File: config.mk
export PLATFORM = sky130hd
export DESIGN_NAME = ir_tx_scheduler
export DESIGN_NICKNAME = d
export VERILOG_FILES = /design/src/rtl/ir_pkg.sv /design/src/rtl/ir_rr_arb2.sv /design/src/rtl/ir_tx_scheduler.sv
export SDC_FILE = /design/constraint.sdc
export NUM_CORES = 1
export LEC_CHECK = 0
export ABC_AREA = 1
export BUFFER_PORTS_ARGS = -buffer_cell sky130_fd_sc_hd__buf_2
export CORE_UTILIZATION = 39
export DETAILED_ROUTE_END_ITERATION = 7
export GPL_TIMING_DRIVEN = 1
export PLACE_DENSITY = 0.69
export SLEW_MARGIN = 20
export SYNTH_ARGS = -nofsm -noshare
export SYNTH_HDL_FRONTEND = slang
export SYNTH_SLANG_ARGS = --single-unit
File: constraint.sdc
create_clock -name clk -period 4.2 [get_ports clk]
set_input_delay 0.21 -clock clk [delete_from_list [all_inputs] [get_ports clk]]
set_output_delay 0.21 -clock clk [all_outputs]
set_load 0.005 [all_outputs]
File: src/rtl/ir_pkg.sv
// Shared NEC IR constants, scheduler state encoding and frame-word helper.
package ir_pkg;

  localparam int unsigned CLK_HZ               = 12_000_000;
  localparam int unsigned NEC_FRAME_PERIOD_CYC = (CLK_HZ / 1000) * 110;
  localparam int unsigned NEC_BUSY_TIMEOUT_CYC = 16;
  // AGC leader timing shared with the bit encoder (9 ms burst, 4.5 ms / 2.25 ms pause)
  localparam int unsigned NEC_AGC_BURST_CYC    = (CLK_HZ / 1000) * 9;
  localparam int unsigned NEC_AGC_PAUSE_CYC    = (CLK_HZ / 2000) * 9;
  localparam int unsigned NEC_RPT_PAUSE_CYC    = (CLK_HZ / 4000) * 9;

  localparam int unsigned ST_W = 3;
  localparam logic [ST_W-1:0] ST_IDLE      = 3'd0;
  localparam logic [ST_W-1:0] ST_ARB       = 3'd1;
  localparam logic [ST_W-1:0] ST_GAP       = 3'd2;
  localparam logic [ST_W-1:0] ST_LAUNCH    = 3'd3;
  localparam logic [ST_W-1:0] ST_WAIT_BUSY = 3'd4;
  localparam logic [ST_W-1:0] ST_WAIT_DONE = 3'd5;

  localparam logic KIND_FULL = 1'b0;
  localparam logic KIND_RPT  = 1'b1;

  function automatic logic [31:0] nec_frame(input logic [7:0] addr, input logic [7:0] cmd);
    return {~cmd, cmd, ~addr, addr};
  endfunction

endpackage

File: src/rtl/ir_rr_arb2.sv
// Two-way round-robin arbiter: on contention the requester not granted last time wins.
module ir_rr_arb2 (
  input  logic [1:0] valid,
  input  logic       last_grant,
  output logic       grant_c,
  output logic       any_c
);

  always_comb begin
    any_c   = |valid;
    grant_c = valid[1];
    if (valid == 2'b11) grant_c = ~last_grant;
  end

endmodule

File: src/rtl/ir_tx_scheduler.sv
// NEC IR transmit scheduler: arbitrates two requesters, builds the frame word,
// paces launches to the NEC frame period and issues repeat codes while a key is held.
module ir_tx_scheduler
  import ir_pkg::*;
#(
  parameter int unsigned FRAME_PERIOD_CYC = NEC_FRAME_PERIOD_CYC,
  parameter int unsigned BUSY_TIMEOUT_CYC = NEC_BUSY_TIMEOUT_CYC
) (
  input  logic        clk,
  input  logic        rst_n,
  input  logic [1:0]  req_valid,
  output logic [1:0]  req_ready,
  input  logic [7:0]  req_addr0,
  input  logic [7:0]  req_cmd0,
  input  logic [7:0]  req_addr1,
  input  logic [7:0]  req_cmd1,
  input  logic [1:0]  req_repeat,
  output logic        tx_start,
  output logic [31:0] tx_frame,
  output logic        tx_repeat,
  input  logic        tx_busy,
  output logic        grant_id,
  output logic        sched_busy,
  output logic        err_timeout
);

  localparam int unsigned PER_W = $clog2(FRAME_PERIOD_CYC + 1);
  localparam int unsigned TO_W  = $clog2(BUSY_TIMEOUT_CYC + 1);
  localparam logic [PER_W-1:0] PER_MAX  = PER_W'(FRAME_PERIOD_CYC);
  localparam logic [PER_W-1:0] PER_PRE  = PER_W'(FRAME_PERIOD_CYC - 1);
  localparam logic [TO_W-1:0]  TO_LAST  = TO_W'(BUSY_TIMEOUT_CYC - 1);

  logic [ST_W-1:0]  state_q, state_d;
  logic             last_grant_q, last_grant_d;
  logic             grant_q, grant_d;
  logic             kind_q, kind_d;
  logic             repeat_active_q, repeat_active_d;
  logic [PER_W-1:0] per_cnt_q, per_cnt_d;
  logic [TO_W-1:0]  to_cnt_q, to_cnt_d;
  logic [31:0]      frame_q, frame_d;
  logic [1:0]       req_ready_q, req_ready_d;
  logic             tx_start_q, tx_start_d;
  logic             tx_repeat_q, tx_repeat_d;
  logic             sched_busy_q, sched_busy_d;
  logic             err_timeout_q, err_timeout_d;

  logic arb_grant;
  logic arb_any;
  logic period_ok;
  logic launch_ok;

  ir_rr_arb2 u_arb (
    .valid      (req_valid),
    .last_grant (last_grant_q),
    .grant_c    (arb_grant),
    .any_c      (arb_any)
  );

  assign period_ok = (per_cnt_q == PER_MAX);
  // tx_start is registered, so decide one cycle early to keep launches exactly one period apart
  assign launch_ok = period_ok || (per_cnt_q == PER_PRE);

  always_comb begin
    state_d         = state_q;
    last_grant_d    = last_grant_q;
    grant_d         = grant_q;
    kind_d          = kind_q;
    repeat_active_d = repeat_active_q;
    frame_d         = frame_q;
    tx_repeat_d     = tx_repeat_q;
    req_ready_d     = 2'b00;
    tx_start_d      = 1'b0;
    err_timeout_d   = 1'b0;

    case (state_q)
      ST_IDLE: begin
        if (arb_any) begin
          // Grant resolves on ARB entry so the registered ready strobe lands in ARB
          state_d      = ST_ARB;
          req_ready_d  = arb_grant ? 2'b10 : 2'b01;
          grant_d      = arb_grant;
          last_grant_d = arb_grant;
          kind_d       = KIND_FULL;
          frame_d      = arb_grant ? nec_frame(req_addr1, req_cmd1)
                                   : nec_frame(req_addr0, req_cmd0);
        end else if (repeat_active_q && req_repeat[grant_q]) begin
          state_d = ST_GAP;
        end else begin
          repeat_active_d = 1'b0;
        end
      end
      ST_ARB: state_d = ST_GAP;
      ST_GAP: begin
        if (kind_q == KIND_RPT && (!req_repeat[grant_q] || (|req_valid))) begin
          state_d = ST_IDLE;
        end else if (launch_ok && !tx_busy) begin
          state_d     = ST_LAUNCH;
          tx_start_d  = 1'b1;
          tx_repeat_d = kind_q;
        end
      end
      ST_LAUNCH: state_d = ST_WAIT_BUSY;
      ST_WAIT_BUSY: begin
        if (tx_busy) begin
          state_d = ST_WAIT_DONE;
        end else if (to_cnt_q == TO_LAST) begin
          state_d         = ST_IDLE;
          err_timeout_d   = 1'b1;
          repeat_active_d = 1'b0;
        end
      end
      ST_WAIT_DONE: begin
        if (!tx_busy) begin
          state_d         = ST_IDLE;
          repeat_active_d = req_repeat[grant_q];
          kind_d          = KIND_RPT;
        end
      end
      default: state_d = ST_IDLE;
    endcase

    sched_busy_d = (state_d != ST_IDLE);

    if (tx_start_d)               per_cnt_d = '0;
    else if (per_cnt_q == PER_MAX) per_cnt_d = per_cnt_q;
    else                          per_cnt_d = per_cnt_q + PER_W'(1);

    if (tx_start_d)
      to_cnt_d = '0;
    else if (state_q == ST_LAUNCH || state_q == ST_WAIT_BUSY)
      to_cnt_d = to_cnt_q + TO_W'(1);
    else
      to_cnt_d = to_cnt_q;
  end

  always_ff @(posedge clk or negedge rst_n) begin
    if (!rst_n) begin
      state_q         <= ST_IDLE;
      last_grant_q    <= 1'b1;
      grant_q         <= 1'b0;
      kind_q          <= KIND_FULL;
      repeat_active_q <= 1'b0;
      per_cnt_q       <= PER_MAX;
      to_cnt_q        <= '0;
      frame_q         <= '0;
      req_ready_q     <= 2'b00;
      tx_start_q      <= 1'b0;
      tx_repeat_q     <= 1'b0;
      sched_busy_q    <= 1'b0;
      err_timeout_q   <= 1'b0;
    end else begin
      state_q         <= state_d;
      last_grant_q    <= last_grant_d;
      grant_q         <= grant_d;
      kind_q          <= kind_d;
      repeat_active_q <= repeat_active_d;
      per_cnt_q       <= per_cnt_d;
      to_cnt_q        <= to_cnt_d;
      frame_q         <= frame_d;
      req_ready_q     <= req_ready_d;
      tx_start_q      <= tx_start_d;
      tx_repeat_q     <= tx_repeat_d;
      sched_busy_q    <= sched_busy_d;
      err_timeout_q   <= err_timeout_d;
    end
  end

  assign req_ready   = req_ready_q;
  assign tx_start    = tx_start_q;
  assign tx_frame    = frame_q;
  assign tx_repeat   = tx_repeat_q;
  assign grant_id    = grant_q;
  assign sched_busy  = sched_busy_q;
  assign err_timeout = err_timeout_q;

endmodule

==> impl_metrics.yaml <==
min_path:
  hold_class: "in2reg"
clock_network:
  cts_buffers: 9
  h-tree-depth: 3
  clk_pin_slew_ns: 0.08
  cts_sinks: 71
  cts_root_buf: "clkbuf_8"
  insertion_delay_ns: 0.35
  cts_buffer_depth: 2
  cts_tree: "built"
timing:
  holdWs_ns: 0.141
  fin_skew_ns: 0.00912
  slew_headroom_pct: 49.9
  tns_ns: 0
  hold_viol_final: 0
  setup_viol: 0
  clock.fmax_mhz: 593
  rsz0062_at_grt: "false"
  worstMarginPinSlew_ns: 0.751
  slew_violations: 0
  period_share_pct: 40.2
  min_period_ns: 1.69
placement:
  gp_congestion: 0.841
  dp.cells: 628
  dp_hpwl_um: 5900
  io_buffers: 77
yosys:
  avgSynthCellArea_um2: 7.94
  synth_seq_cells: 71
  yosys.area.top_type_share_pct: 45.4
  synthFlopType: "dfrtp_1"
  yosysWarningCount: 0
  yosysUniqueCellTypes: 28
  synth_area_um2: 3580
  synth_edf_count: 0
  synthCells: 451
  async_flop_share_pct: 100
  synth_common_cells: "133 x nand2_1, 65 x dfrtp_1, 63 x inv_1"
  synth_top_area_cell: "dfrtp_1"
  yosys-top-cells-area: "dfrtp_1 45%, nand2_1 14%, inv_1 6.6%"
  synth.most_common_cell: "nand2_1"
  yosysSeqAreaShare_pct: 49.8
  syn_nets: 494
detailed_routing:
  antenna_left: 0
  wl_um: 8130
  wl_per_cell_um: 12.6
  avgViaCountPerCell: 4.75
  dr.pass1.iters: 6
  vias: 3062
  drtIter0Drc: 112
  route.detailed.drc: 2
power:
  finalPower_mw: 2.58
  max-vdd-ir-drop_mv: 0.356
  powerDensity_nw_per_um2: 592
  p_leak_nw: 2.23
run_status:
  failed_checks: "design-rule violations"
  status: "finished with violations"
setup_path:
  cp-start-kind: "flip-flop"
  path_max_fanout: 18
  arrival_ns: 1.92
  worst-setup-path-type: "reg2reg"
  required_ns: 4.43
  endpoint_kind: "flip-flop"
grt:
  grt_pass1_wl_um: 14000
  grt_max_degree: 38
  grt_pass1_vias: 3074
  antenna_found_initial: 0
  track_usage_pct: 18.2
  grt.overflow.total: 0
die:
  core_um2: 8810
  dieHeight_um: 97.8
  rows: 34
  die_w_um: 97.8
  io-pin-count: 78
  start_util_pct: 40.7
  die-area_um2: 9570
final_layout:
  synthToLayoutAreaGrowth_pct: 21.5
  insertedDiodeCount: 0
  drive_gt1_share_pct: 21.8
  fin_cells: 645
  nNetsFinal: 575
flow_run:
  max_cap_viol_count: 0
[state kept, by name, summed over array words and instances, names as in the netlist]
register	flops
err_timeout	1
grant_id	1
kind_q	1
last_grant_q	1
per_cnt_q	21
repeat_active_q	1
req_ready	2
sched_busy	1
state_q	3
to_cnt_q	5
tx_frame	32
tx_repeat	1
tx_start	1
[layout by cell type (no fill, tap or decap), types with 2 or more instances in the layout]
| master | count |
|---|---|
| dfstp_2 | 6 |
| nand3_2 | 2 |
| nand2_2 | 6 |
| nor2_2 | 2 |
| ha_1 | 4 |
| bufinv_16 | 5 |
| nand4_1 | 3 |
| nor3_1 | 4 |
| buf_2 | 77 |
| o21a_1 | 16 |
| nand2_1 | 133 |
| xor2_1 | 14 |
| a21oi_1 | 21 |
| dfrtp_1 | 65 |
| inv_1 | 63 |
| nor2_4 | 3 |
| nor2_1 | 52 |
| o21ai_0 | 4 |
| nand3_1 | 37 |
| clkbuf_8 | 10 |
[kinds of logic (layout without fill, tap and decap cells)]
group | count (synthesis) | count (layout) | share of synthesized area (%)
adders and majority gates | 4 | 4 | 1.40
AOI/OAI and AO/OA | 42 | 42 | 7.09
xor gates and xnor gates | 14 | 14 | 3.42
DFF | 71 | 71 | 49.8
and+or+nand+nor | 247 | 247 | 29.9
buffers and inverters | 73 | 159 | 8.38
[timing repair]
item | 4_1_cts | 5_1_grt
hold endpoints to repair | 33 | 0
setup endpoints to repair | 0 | 0
gates resized for setup | 0 | 0
buffers inserted | 0 | 0
hold buffers | 1 | 0
[power by group]
part / switching (mW) / internal, mW / total (mW)
logic: 0.437 / 0.320 / 0.757
clock network: 0.263 / 0.530 / 0.793
registers: 0.132 / 0.895 / 1.03
total: 0.832 / 1.74 / 2.58
[layer usage]
layer	global-route usage (%)	wire, µm	up-vias
met2	31.4	4000	72
met3	3.44	339	12
li1	-	-	1554
met1	22.4	3640	1424
met4	7.46	146	0
met5	0	0	-
[worst max-delay path: stages, from the launching register on]
cell     delay, ns
dfstp_2       0.54
nand2_2       0.22
nand2_2       0.35
nand2_1       0.09
a21oi_1       0.17
inv_1         0.08
o21a_1        0.11
[through the flow]
| step | util, % | cell area (µm²) | setup slack [ns] |
|---|---|---|---|
| 2_1_floorplan | - | 3580 | 2.79 |
| 3_3_place_gp | 46.0 | 4050 | 2.46 |
| 3_5_place_dp | 46.0 | 4050 | 2.40 |
| 4_1_cts | 49.4 | 4350 | 2.52 |
| 5_1_grt | 49.4 | 4350 | 2.35 |
| 6_report | 49.4 | 4350 | 2.51 |
[area by class of cell]
| cell class | instances | area (µm²) |
|---|---|---|
| Clock buffer | 10 | 138 |
| Clock inverter | 6 | 155 |
| Fill cell | 851 | 4450 |
| Inverter | 64 | 240 |
| Multi-Input combinational cell | 307 | 1500 |
| Sequential cell | 71 | 1780 |
| Tap cell | 108 | 135 |
| Timing Repair Buffer | 79 | 403 |
[final timing paths]
check	cells after the start	slack [ns]	end	start
min reg2reg	2	0.48	tx_frame[20]	tx_frame[20]
max	6	2.51	tx_frame[29]	last_grant_q
max reg2reg	6	2.51	tx_frame[29]	last_grant_q
min in group asynchronous	2	0.48	tx_frame[22]	rst_n
max in group asynchronous	3	2.75	per_cnt_q[10]	rst_n
min	2	0.14	err_timeout	tx_busy
No activity file was read; power rests on OpenSTA's default activity.
